### config.mk
export PLATFORM = sky130hd
export DESIGN_NAME = sized_data_memory
export DESIGN_NICKNAME = d
export VERILOG_FILES = /design/src/rtl/sized_mem_pkg.sv /design/src/rtl/mem_lane_align.sv /design/src/rtl/sized_data_memory.sv
export SDC_FILE = /design/constraint.sdc
export NUM_CORES = 2
export LEC_CHECK = 0
export ABC_CLOCK_PERIOD_IN_PS = 18650
export BUFFER_PORTS_ARGS = -buffer_cell sky130_fd_sc_hd__buf_2
export CORE_ASPECT_RATIO = 0.6
export CORE_MARGIN = 5
export CORE_UTILIZATION = 55
export CTS_BUF_LIST = sky130_fd_sc_hd__clkbuf_16
export DETAILED_ROUTE_END_ITERATION = 10
export PLACE_DENSITY_LB_ADDON = 0.15
export SETUP_SLACK_MARGIN = 0.3
export SYNTH_ARGS = -nofsm -noshare
export SYNTH_HDL_FRONTEND = slang
export SYNTH_SLANG_ARGS = --single-unit
### constraint.sdc
create_clock -name Clock -period 18.65 [get_ports Clock]
set_input_delay 1.865 -clock Clock [delete_from_list [all_inputs] [get_ports Clock]]
set_output_delay 1.865 -clock Clock [all_outputs]
set_load 0.01 [all_outputs]
### src/rtl/sized_mem_pkg.sv
// Shared types and helpers for the sized data memory: access size codes,
// FSM state encodings and the bytes-per-word log2 used for address decode.
package sized_mem_pkg;

  typedef enum logic [1:0] {
    SIZE_BYTE   = 2'd0,
    SIZE_HALF   = 2'd1,
    SIZE_WORD   = 2'd2,
    SIZE_DOUBLE = 2'd3
  } size_e;

  typedef enum logic [1:0] {
    ST_IDLE    = 2'd0,
    ST_WAIT    = 2'd1,
    ST_RESPOND = 2'd2
  } state_e;

  function automatic int bytes_log2(input int data_width);
    return $clog2(data_width / 8);
  endfunction

endpackage

### src/rtl/mem_lane_align.sv
// Combinational byte-lane steering: extracts/extends a sized read from a word
// and merges sized store data into a word, little-endian.
module mem_lane_align
  import sized_mem_pkg::*;
#(
  parameter int DATA_WIDTH = 64,
  parameter int OFFW       = 3
) (
  input  logic [DATA_WIDTH-1:0] word_i,
  input  logic [OFFW-1:0]       offset_i,
  input  size_e                 size_i,
  input  logic                  sext_i,
  input  logic [DATA_WIDTH-1:0] wdata_i,
  output logic [DATA_WIDTH-1:0] rdata_o,
  output logic [DATA_WIDTH-1:0] merged_o
);

  logic [DATA_WIDTH-1:0] shifted, keep, lanes;
  logic [6:0]            nbits;
  logic                  sgn;

  always_comb begin
    shifted = word_i >> {offset_i, 3'b000};
    nbits   = 7'd8 << size_i;
    // A shift by the full width yields zero, so keep becomes all ones for Size=max.
    keep    = ~({DATA_WIDTH{1'b1}} << nbits);
    case (size_i)
      SIZE_BYTE: sgn = shifted[7];
      SIZE_HALF: sgn = shifted[15];
      SIZE_WORD: sgn = shifted[31];
      default:   sgn = shifted[DATA_WIDTH-1];
    endcase
    rdata_o  = (shifted & keep) | ((sext_i && sgn) ? ~keep : '0);
    lanes    = keep << {offset_i, 3'b000};
    merged_o = (word_i & ~lanes) | ((wdata_i << {offset_i, 3'b000}) & lanes);
  end

endmodule

### src/rtl/sized_data_memory.sv
// Byte-addressed data memory with sized accesses, fixed-latency request/done
// handshake and error reporting for malformed, misaligned or out-of-range accesses.
module sized_data_memory
  import sized_mem_pkg::*;
#(
  parameter int DATA_WIDTH = 64,
  parameter int DEPTH      = 64,
  parameter int ADDR_WIDTH = 64,
  parameter int LATENCY    = 2
) (
  input  logic                  Clock,
  input  logic                  Reset,
  input  logic                  Request,
  output logic                  Ready,
  input  logic                  MemoryRead,
  input  logic                  MemoryWrite,
  input  logic [1:0]            Size,
  input  logic                  SignExtend,
  input  logic [ADDR_WIDTH-1:0] Address,
  input  logic [DATA_WIDTH-1:0] WriteData,
  output logic [DATA_WIDTH-1:0] ReadData,
  output logic                  Done,
  output logic                  Error
);

  localparam int OFFW = bytes_log2(DATA_WIDTH);
  localparam int IW   = (DEPTH > 1) ? $clog2(DEPTH) : 1;
  localparam int CW   = (LATENCY > 1) ? $clog2(LATENCY) : 1;
  localparam int HW   = ADDR_WIDTH - OFFW;

  state_e                state_q, state_d;
  logic [CW-1:0]         cnt_q, cnt_d;
  logic [DATA_WIDTH-1:0] rdata_q, rdata_d;
  logic                  err_q, err_d;

  logic                  rd_q, wr_q, sext_q;
  size_e                 size_q;
  logic [ADDR_WIDTH-1:0] addr_q;
  logic [DATA_WIDTH-1:0] wdata_q;

  logic [DATA_WIDTH-1:0] mem_q [DEPTH];

  logic                  accept, exec, err_c;
  logic [OFFW-1:0]       off;
  logic [IW-1:0]         idx;
  logic [DATA_WIDTH-1:0] rd_val, merged;

  assign accept = Request && (state_q == ST_IDLE);
  assign off    = addr_q[OFFW-1:0];
  assign idx    = addr_q[OFFW +: IW];

  // Comparing the whole field above the offset catches both idx >= DEPTH and stray high bits.
  assign err_c = (rd_q == wr_q)
              || (|(off & OFFW'((4'd1 << size_q) - 4'd1)))
              || (size_q == SIZE_DOUBLE && DATA_WIDTH == 32)
              || (addr_q[ADDR_WIDTH-1:OFFW] >= HW'(DEPTH));

  mem_lane_align #(.DATA_WIDTH(DATA_WIDTH), .OFFW(OFFW)) u_align (
    .word_i   (mem_q[idx]),
    .offset_i (off),
    .size_i   (size_q),
    .sext_i   (sext_q),
    .wdata_i  (wdata_q),
    .rdata_o  (rd_val),
    .merged_o (merged)
  );

  always_comb begin
    state_d = state_q;
    cnt_d   = cnt_q;
    rdata_d = rdata_q;
    err_d   = err_q;
    exec    = 1'b0;
    case (state_q)
      ST_IDLE: if (Request) begin
        state_d = ST_WAIT;
        cnt_d   = CW'(LATENCY - 1);
      end
      ST_WAIT: if (cnt_q == '0) begin
        exec    = 1'b1;
        state_d = ST_RESPOND;
        err_d   = err_c;
        rdata_d = (err_c || wr_q) ? '0 : rd_val;
      end else begin
        cnt_d = cnt_q - CW'(1);
      end
      default: state_d = ST_IDLE;
    endcase
  end

  always_ff @(posedge Clock) begin
    if (Reset) begin
      state_q <= ST_IDLE;
      cnt_q   <= '0;
      rdata_q <= '0;
      err_q   <= 1'b0;
    end else begin
      state_q <= state_d;
      cnt_q   <= cnt_d;
      rdata_q <= rdata_d;
      err_q   <= err_d;
    end
  end

  always_ff @(posedge Clock) begin
    if (accept) begin
      rd_q    <= MemoryRead;
      wr_q    <= MemoryWrite;
      size_q  <= size_e'(Size);
      sext_q  <= SignExtend;
      addr_q  <= Address;
      wdata_q <= WriteData;
    end
  end

  // Array has no reset; a write landing on a reset edge is dropped.
  always_ff @(posedge Clock) begin
    if (!Reset && exec && wr_q && !err_c) mem_q[idx] <= merged;
  end

  assign Ready    = (state_q == ST_IDLE);
  assign Done     = (state_q == ST_RESPOND);
  assign Error    = Done && err_q;
  assign ReadData = rdata_q;

endmodule
==> reports/qor.log <==
INFO  timing         clock.fmax=139.0MHz
INFO  timing         drv_slew=0
INFO  drt            post_drt_via_cell_ratio=7.208
INFO  synth          ys_dominant_reg_cell=sky130_fd_sc_hd__edfxtp_1
INFO  global_route   grt_antenna_before_repair=31
INFO  clock_tree     clkLatencyLatePin=0.95ns
INFO  clock_tree     worst_setup_hold_path_clk_slew=0.07ns
INFO  drt            detail-route-antenna-nets=0
INFO  final_layout   finish.instance_area=187,900squm
INFO  timing         rsz0062_at_grt=false
INFO  synth          yosys.area_share.adder=0%
INFO  synth          synth-seq-cells=4,303
INFO  clock_tree     ctsHoldBuffers=0
INFO  setup_path     critical_path_peak_fanout=91
INFO  placement      port_buffers=202
INFO  power_and_ir_drop switching_share=24.24%
INFO  synth          ys_types=76
INFO  power_and_ir_drop cellPowerDensity=116.1nW/um^2
INFO  final_layout   final_nets=8,026
INFO  die            placementRows=157
INFO  setup_path     rr_worst_depth=13
INFO  synth          synthesis.area_per_instance=22.52squm
INFO  die            initial_cell_density_of_the_core=55.10%
INFO  clock_tree     postCtsResizedCells=0
INFO  die            io-pin-count=203
INFO  setup_path     timing.critical_path.arrival=8.00ns
INFO  power_and_ir_drop pwr-share-comb=11.6%
INFO  synth          synth_area=167,600squm
INFO  clock_tree     clock-root-buffer=sky130_fd_sc_hd__clkbuf_16
INFO  run            maxCapViolCount=0
INFO  synth          yosys_warnings=0
INFO  global_route   global_route.usage.met3=10.85%
INFO  timing         final.setup_skew=0.04593ns
INFO  synth          synth_top_family_by_area=multiplexers
INFO  drt            routed_wire_length_per_instance=43.08microns
INFO  setup_path     worst_ep_required_time=19.45ns
INFO  synth          synth_compound_area_share=2.112%
INFO  timing         timing_hold_violations_final=0
INFO  power_and_ir_drop peakVddDrop=0.1059mV
INFO  power_and_ir_drop seqPwrFrac=51.9%
INFO  global_route   grt.busiest_layer=met1
INFO  status         run_status=finished, final reports clean
INFO  setup_path     setup_slack_of_the_worst_register_to_register_path=11.45ns
INFO  global_route   groute.layer.met2.usage=45.15%
INFO  clock_tree     cts.repair_timing.setup_buffer_count=0
INFO  global_route   via_count_of_the_first_global_routing_pass=83.00k
INFO  clock_tree     cts_made_buffers=379
INFO  global_route   global_route_wire_length_before_repair=716,600microns
INFO  global_route   grt_start_max_net_pins=127
INFO  synth          synth-simple-area-share=1.852%
INFO  drt            drt_drc_violations_left=0
INFO  die            placeable_core_area=304,100squm
INFO  timing         final.period_utilization=38.59%
INFO  final_layout   post_layout_utilization_of_the_core=61.79%
INFO  setup_path     worst_setup_sp_type=register
INFO  clock_tree     cts_buffer_depth=4
INFO  min_path       hold_wc_path_type=reg -> reg
INFO  drt            detailedRoute.firstPassIterationCount=6
INFO  final_layout   layout_commonest_cell=sky130_fd_sc_hd__edfxtp_1
INFO  final_layout   syn_to_final_growth=12.14%
INFO  placement      hpwlAfterDp=289,600microns
INFO  power_and_ir_drop power.static_leakage=59.47nW
INFO  drt            initialDrtViolationCount=16.39k
INFO  clock_tree     cts_sinks=4,303
INFO  final_layout   drive_gt1_share=30.05%
INFO  clock_tree     tritoncts_clock_tree=yes
INFO  setup_path     regToRegEndpoint=ReadData[45]
INFO  power_and_ir_drop switchingPower=5.290mW
INFO  synth          synth_edf_count=4,229
INFO  final_layout   final-instance-count-excl-fill=12.27k
INFO  die            die_w=722.6microns
INFO  synth          asyncSetResetFlopFracSynth=0%
INFO  placement      placement.cell_area=175,200squm
INFO  timing         final-setup-viol-count=0
INFO  min_path       whs_path_depth=1
INFO  drt            via_count=88.42k
INFO  power_and_ir_drop clock_power_share=36.5%
INFO  min_path       hold_path_origin=state_q[1]
INFO  placement      gpl_congestion=0.9022
INFO  setup_path     critical_path_class=reg -> reg
INFO  placement      placedCellCount=11.55k
INFO  setup_path     crit_end_element=register
INFO  synth          post_synth_xor_area_fraction=0.005227%
INFO  clock_tree     htree_levels=5
INFO  die            die_height=437.5microns
INFO  min_path       min_delay_worst_endpoint=state_q[0]
INFO  synth          synth.net_count=7,576
INFO  power_and_ir_drop post-layout-total-power=21.82mW
INFO  final_layout   mostFrequentLayoutCells=4,229 x sky130_fd_sc_hd__edfxtp_1, 1,203 x sky130_fd_sc_hd__mux4_2, 392 x sky130_fd_sc_hd__clkbuf_16, 333 x sky130_fd_sc_hd__nand2_1, 274 x sky130_fd_sc_hd__mux2i_1
INFO  synth          synth_mux_area_share=18.04%
INFO  timing         worstMarginPinSlew=1.425ns
INFO  drt            overall_routed_net_length=528,400microns
INFO  global_route   met1_usage=51.33%
INFO  global_route   grtUsageTotal=33.44%
INFO  power_and_ir_drop internal_power=16.53mW
INFO  timing         period_needed=7.197ns
INFO  timing         timing.setup.tns=0ns
INFO  die            die_area=316,100squm
INFO  global_route   gr-total-overflow=0
INFO  timing         slew_headroom=4.345%
INFO  synth          post_synth_inst_count=7,440
INFO  synth          yosysSeqAreaShare=76.67%
sequential cells by signal, indices dropped and copies added, names as in the netlist, named ones only:
register / cells
size_q: 2
wdata_q: 64
rd_q: 1
state_q: 2
wr_q: 1
mem_q: 4096
ReadData: 64
addr_q: 64
cnt_q: 1
err_q: 1
sext_q: 1
through the flow:
| stage | setup slack (ns) | hold slack, ns |
|---|---|---|
| after detailed placement | 11.37 | 0.4754 |
| after global placement | 11.37 | 0.4661 |
| after global routing | 10.84 | 0.5102 |
| after CTS | 11.36 | 0.4959 |
| final | 11.45 | 0.4980 |
| after floorplan | 12.15 | 0.4485 |
worst max-delay path, stage by stage (launching register included):
cell	delay, ns
sky130_fd_sc_hd__dfxtp_4	0.83
sky130_fd_sc_hd__buf_12	0.59
sky130_fd_sc_hd__buf_12	0.55
sky130_fd_sc_hd__buf_4	0.84
sky130_fd_sc_hd__buf_4	0.75
sky130_fd_sc_hd__mux4_2	0.60
sky130_fd_sc_hd__mux4_2	0.51
sky130_fd_sc_hd__mux2i_1	0.76
sky130_fd_sc_hd__mux2_2	0.37
sky130_fd_sc_hd__nor2_1	0.05
sky130_fd_sc_hd__a21oi_1	0.35
sky130_fd_sc_hd__nor2_1	0.07
sky130_fd_sc_hd__a211oi_1	0.32
sky130_fd_sc_hd__o31ai_2	0.09
kinds of logic (layout without fill, tap and decap cells):
logic type,Yosys count,count (layout)
AO/OA/AOI/OAI,484,484
buffers and inverters,445,1206
multiplexers,1510,1510
flip-flops,4303,4303
XOR/XNOR,1,1
AND/OR/NAND/NOR,697,697
other,0,11
area by class of cell:
type | instances | area, sq um
sequential | 4303 | 128500
antenna | 11 | 27.53
timing repair buffer | 495 | 3697
tap | 4054 | 5072
clock buffer | 392 | 9809
inverter | 19 | 88.84
clock inverter | 300 | 2562
fill | 20450 | 116200
multi-input combinational | 2692 | 38140
per-layer routing:
metal	up-vias	wire length, microns
li1	32580	-
met1	47130	200400
met2	7640	219400
met3	1039	84830
met4	30	23570
met5	-	195
Yosys cell counts, drive strengths merged (7+ instances only):
cell | count | share of area, %
edfxtp | 4229 | 76
mux4 | 1205 | 16
nand2 | 333 | 0.75
mux2i | 276 | 1.6
buf | 248 | 0.87
nor2 | 179 | 0.40
clkbuf | 178 | 0.40
a21oi | 92 | 0.27
o21ai | 84 | 0.25
dfxtp | 74 | 0.88
a22oi | 62 | 0.28
a211oi | 36 | 0.16
o31ai | 33 | 0.23
nand3 | 32 | 0.099
mux2 | 29 | 0.19
nor4 | 29 | 0.12
nor2b | 27 | 0.10
o22ai | 25 | 0.093
o211ai | 23 | 0.10
a221oi | 19 | 0.13
inv | 19 | 0.043
and2 | 18 | 0.067
a311oi | 14 | 0.073
nand2b | 13 | 0.049
or4 | 13 | 0.058
a22o | 12 | 0.063
nor3 | 12 | 0.036
a31oi | 11 | 0.041
nand4 | 10 | 0.037
a221o | 9 | 0.054
a2111oi | 8 | 0.043
o31a | 8 | 0.042
a21boi | 7 | 0.031
power by group through the flow:
stage,clock [mW],sequential [mW],combinational (mW)
finish,7.97,11.3,2.52
global route,8.47,11.3,2.64
CTS,8.04,11.3,2.45
detailed placement,0,11.5,2.44
global placement,0,11.5,2.38
floorplan,0,11.6,1.52
how the worst max path moves through the flow:
stage	from	endpoint	slack [ns]
detailed placement	register	ReadData[45]	11.37
floorplan	Request	register	12.15
CTS	register	ReadData[45]	11.36
global route	register	ReadData[45]	10.84
finish	register	ReadData[45]	11.45
global placement	register	ReadData[45]	11.37
Note: power is estimated with default switching activity, not from simulation.
